<file path="src/rtl/piso_shift_tx.sv">
// Parallel-in serial-out transmitter for the serial shift-register link.
// A word accepted over valid/ready is shifted out one bit per clock on sout.
// sout_valid, frame_start and frame_done frame the word, and an optional idle
// gap follows each frame. All serial-side outputs come straight from flops so
// the downstream shift chain sees clean, glitch-free levels.
module piso_shift_tx #(
    parameter int WIDTH      = 6,
    parameter int LSB_FIRST  = 0,
    parameter int GAP_CYCLES = 1
) (
    input  logic             clk,
    input  logic             reset,
    input  logic             load_valid,
    output logic             load_ready,
    input  logic [WIDTH-1:0] load_data,
    output logic             sout,
    output logic             sout_valid,
    output logic             frame_start,
    output logic             frame_done,
    output logic             busy
);

    localparam int BW = (WIDTH > 1) ? $clog2(WIDTH) : 1;
    localparam int GW = (GAP_CYCLES > 0) ? $clog2(GAP_CYCLES + 1) : 1;

    localparam logic [BW-1:0] BIT_LAST   = BW'(WIDTH - 1);
    localparam logic [BW-1:0] BIT_PENULT = BW'(WIDTH - 2);
    localparam logic [GW-1:0] GAP_LAST   = (GAP_CYCLES > 0) ? GW'(GAP_CYCLES - 1) : '0;

    typedef enum logic [1:0] {
        IDLE  = 2'd0,
        SHIFT = 2'd1,
        GAP   = 2'd2
    } state_t;

    state_t           state;
    logic [WIDTH-1:0] shreg;
    logic [BW-1:0]    bit_cnt;
    logic [GW-1:0]    gap_cnt;

    // Bit that sits at the output end of the register for the chosen bit order.
    function automatic logic out_bit(input logic [WIDTH-1:0] v);
        return (LSB_FIRST != 0) ? v[0] : v[WIDTH-1];
    endfunction

    // Move the register one place toward the output end, filling with zero.
    function automatic logic [WIDTH-1:0] shift_toward_out(input logic [WIDTH-1:0] v);
        return (LSB_FIRST != 0) ? {1'b0, v[WIDTH-1:1]} : {v[WIDTH-2:0], 1'b0};
    endfunction

    // Frame FSM: outputs for the next cycle are computed alongside the state,
    // so the current sout always equals the output-end bit of shreg.
    always_ff @(posedge clk or posedge reset) begin
        if (reset) begin
            state       <= IDLE;
            shreg       <= '0;
            bit_cnt     <= '0;
            gap_cnt     <= '0;
            sout        <= 1'b0;
            sout_valid  <= 1'b0;
            frame_start <= 1'b0;
            frame_done  <= 1'b0;
            busy        <= 1'b0;
        end else begin
            case (state)
                IDLE: begin
                    if (load_valid) begin
                        state       <= SHIFT;
                        shreg       <= load_data;
                        bit_cnt     <= '0;
                        sout        <= out_bit(load_data);
                        sout_valid  <= 1'b1;
                        frame_start <= 1'b1;
                        frame_done  <= 1'b0;
                        busy        <= 1'b1;
                    end
                end
                SHIFT: begin
                    shreg <= shift_toward_out(shreg);
                    if (bit_cnt == BIT_LAST) begin
                        bit_cnt     <= '0;
                        sout        <= 1'b0;
                        sout_valid  <= 1'b0;
                        frame_start <= 1'b0;
                        frame_done  <= 1'b0;
                        if (GAP_CYCLES > 0) begin
                            state   <= GAP;
                            gap_cnt <= '0;
                        end else begin
                            state <= IDLE;
                            busy  <= 1'b0;
                        end
                    end else begin
                        bit_cnt     <= bit_cnt + 1'b1;
                        sout        <= out_bit(shift_toward_out(shreg));
                        frame_start <= 1'b0;
                        frame_done  <= (bit_cnt == BIT_PENULT);
                    end
                end
                GAP: begin
                    if (gap_cnt == GAP_LAST) begin
                        state   <= IDLE;
                        gap_cnt <= '0;
                        busy    <= 1'b0;
                    end else begin
                        gap_cnt <= gap_cnt + 1'b1;
                    end
                end
                default: begin
                    state <= IDLE;
                    busy  <= 1'b0;
                end
            endcase
        end
    end

    assign load_ready = (state == IDLE);

endmodule

</file>
<file path="config.mk">
export PLATFORM = sky130hd
export DESIGN_NAME = piso_shift_tx
export DESIGN_NICKNAME = d
export VERILOG_FILES = /design/src/rtl/piso_shift_tx.sv
export SDC_FILE = /design/constraint.sdc
export NUM_CORES = 1
export LEC_CHECK = 0
export ABC_AREA = 0
export ABC_CLOCK_PERIOD_IN_PS = 1200
export CORE_MARGIN = 1
export CORE_UTILIZATION = 42
export DETAILED_ROUTE_END_ITERATION = 7
export PLACE_DENSITY = 0.71
export SLEW_MARGIN = 10
export SYNTH_ARGS = -nofsm -noshare
export SYNTH_HDL_FRONTEND = slang
export SYNTH_SLANG_ARGS = --single-unit
</file>
<file path="constraint.sdc">
create_clock -name clk -period 1.2 [get_ports clk]
set_input_delay 0.24 -clock clk [delete_from_list [all_inputs] [get_ports clk]]
set_output_delay 0.24 -clock clk [all_outputs]
set_load 0.01 [all_outputs]
</file>
==> flow_metrics.py <==
metrics = {
    "status": {
        "status": "finished, violations left",
        "violations": "setup timing",
    },
    "place": {
        "dpl.hpwl_um": 993.4,
        "port_buffers": 14,
        "globalplace.congestion": 0.7464,
        "dp_cells": 101,
    },
    "sta": {
        "slew_violations": 0,
        "layout_setup_ws_ps": -123.1,
        "fin_tns_setup_ps": -298.1,
        "post-route-period-util": 1.103,
        "worst_slew_pin_slew_ps": 247.5,
        "max_freq_mhz": 755.8,
        "slew_headroom": 0.8347,
        "min_period_ps": 1323,
        "finalClockSkew_ps": 3.448,
        "whs_ps": 238.7,
        "rsz0062_at_grt": "yes",
        "hold_violations": 0,
        "finalSetupViolCount": 4,
    },
    "critical_path": {
        "crit_type": "reg -> reg",
        "critPathTopFamily": "flip-flops",
        "r2r_start": "state[1]",
        "cp_max_fo": 5,
        "crit_chain": "buf_6, buf_6, or3b_4, mux2i_1, a22o_1",
        "required_ps": 1430,
        "cp.arrival_ps": 1560,
        "rrSetupSlack_ps": -120,
        "crit_top_cell": "buf_6",
        "crit_slowest_cell": "dfrtp_1",
        "critPathLaunchType": "register",
        "cp.depth": 5,
        "end_kind": "register",
        "rr_worst_depth": 5,
        "crit_buf_inv": 2,
        "crit_start": "state[1]",
        "slowest_delay_ps": 400,
        "reg2reg_to": "bit_cnt[1]",
    },
    "layout": {
        "diodes": 0,
        "fin_nets": 108,
        "drive_above_1_share": 0.3673,
        "num-fill-cells": 79,
        "final_cells": 113,
        "area_growth_pct": 58.14,
    },
    "die": {
        "die_h_um": 41.66,
        "core-area_sq_um": 1383,
        "num_rows": 13,
        "start_util": 0.4778,
        "num_io_pins": 15,
        "dieArea_sq_um": 1736,
        "die_width_um": 41.66,
    },
    "grt": {
        "grt_pass1_vias": 542,
        "grt.total_usage": 0.1888,
        "grt_antenna_before_repair": 0,
        "grt_pass1_wl_um": 2442,
        "grt-ovfl-total": 0,
        "grt_start_max_net_pins": 16,
    },
    "logic_synthesis": {
        "yosys_warnings": 0,
        "syn_avg_cell_area_sq_um": 10.49,
        "netlist_area_sq_um": 660.6,
        "synth_ff_type": "dfrtp_1",
        "yosysTopAreaCellShare": 0.5682,
        "synth_fp_nets": 72,
        "synth_edf_count": 0,
        "yosys-top-cells-count": "dfrtp_1 (15), nand2_1 (8), nor2_1 (7), o21ai_0 (5), and2_1 (3)",
        "yosysMostFrequentCell": "dfrtp_1",
        "synthCells": 63,
        "ys_types": 24,
        "ys_seq_area_frac": 0.5682,
        "synth_seq_cells": 15,
        "synth_area_leader_cell": "dfrtp_1",
        "synthArstFlopShare": 1.000,
        "synthTopCellsByArea": "dfrtp_1 (57%), nand2_1 (4.5%), nor2_1 (4.0%)",
    },
    "clock_network": {
        "holdBufCountCts": 0,
        "max-clock-path-buffers": 2,
        "cts_buffers": 3,
        "clk-insertion-delay-late_ps": 290,
        "cts_tree": "built",
        "clkTransAtPathRegs_ps": 90,
        "cts.sinks": 15,
        "root_buffer": "clkbuf_4",
        "cts_max_level": 1,
    },
    "route": {
        "drc": 0,
        "wl_per_cell_um": 14.11,
        "via_count": 593,
        "wirelength_um": 1594,
        "ant_nets": 0,
        "first_pass_iters": 4,
        "drt-initial-drc-count": 7,
        "viasPerCell": 5.248,
    },
    "power": {
        "ir_drop_mv": 1.441,
        "p_per_area_nw_per_um2": 2142,
        "power_leakage_nw": 0.5042,
    },
    "min_path": {
        "hp-class": "in -> async",
    },
    "flow_run": {
        "max-cap-violations": 0,
    },
}
flip-flops by register name (all words and copies together), names as in the netlist:
register / count
bit_cnt: 3
busy: 1
frame_done: 1
frame_start: 1
shreg: 5
sout: 1
sout_valid: 1
state: 2
worst reg2reg max path, delay by kind of cell (launching register included):
family	cells	cell delay, ps
buffers and inverters	2	240
AO/OA/AOI/OAI	1	130
AND/OR/NAND/NOR	1	360
flip-flops	1	400
multiplexers	1	130
cell usage in the layout, fill, tap and decap left out, types with 2 or more instances in the layout:
cell / synthesis / final
a22oi_1: 2 / 2
clkdlybuf4s50_1: 0 / 7
dfrtp_1: 15 / 15
buf_6: 1 / 6
o21ai_0: 5 / 4
nand2_1: 8 / 8
clkbuf_4: 0 / 3
and2_4: 0 / 2
nand2b_1: 2 / 2
nor2_1: 7 / 5
inv_1: 2 / 2
clkdlybuf4s15_1: 0 / 5
buf_4: 0 / 15
a22o_1: 2 / 2
cell families after synthesis:
logic type,Yosys count,synth area share
AND/OR/NAND/NOR,25,0.1970
AO/OA/AOI/OAI,17,0.1761
flip-flops,15,0.5682
buffers and inverters,5,0.04356
multiplexers,1,0.01515
layout make-up:
type                       count  area (sq um)  area share
clock buffer                   4         26.28     0.02515
inverter                       2         7.507    0.007186
tap                           15         18.77     0.01796
sequential                    15         375.4      0.3593
timing repair buffer          34         312.8      0.2994
multi-input combinational     43         304.0      0.2910
per-layer routing:
metal | global-route usage | part of all wire
met5 | 0 | 0
met1 | 0.2450 | 0.44
met4 | 0.09677 | 0.015
met3 | 0.03043 | 0.032
met2 | 0.3031 | 0.51
per-stage QoR:
stage | total power [W] | worst slack, ps | cell area (sq um) | util
6_report | 0.002238 | -123.1 | 1045 | 0.7557
5_1_grt | 0.002367 | -176.8 | 1045 | 0.7557
4_1_cts | 0.001976 | -119.0 | 947.2 | 0.6851
3_5_place_dp | 0.001677 | -330.5 | 888.4 | 0.6425
3_3_place_gp | 0.001665 | -289.0 | 888.4 | 0.6425
2_1_floorplan | 0.001270 | 10.45 | 660.6 | -
report_power, final:
group / switching [W] / internal, W / total [W]
registers: 0.000135 / 0.000697 / 0.000832
logic: 0.000461 / 0.000642 / 0.00110
clock network: 0.000173 / 0.000129 / 0.000302
total: 0.000769 / 0.00147 / 0.00224
how the worst max path moves through the flow:
stage | to | slack [ps]
after floorplan | sout | 10
after global placement | sout | -290
after detailed placement | sout | -330
after CTS | bit_cnt[1] | -120
after global routing | bit_cnt[1] | -180
final | bit_cnt[1] | -120
timing repair:
item | CTS | global route
pin swaps | 2 | 1
setup endpoints to repair | 14 | 15
resized for setup | 13 | 21
setup buffers | 3 | 5
endpoints found under the hold margin | 0 | 0
Power figures use the tool's default switching activity.
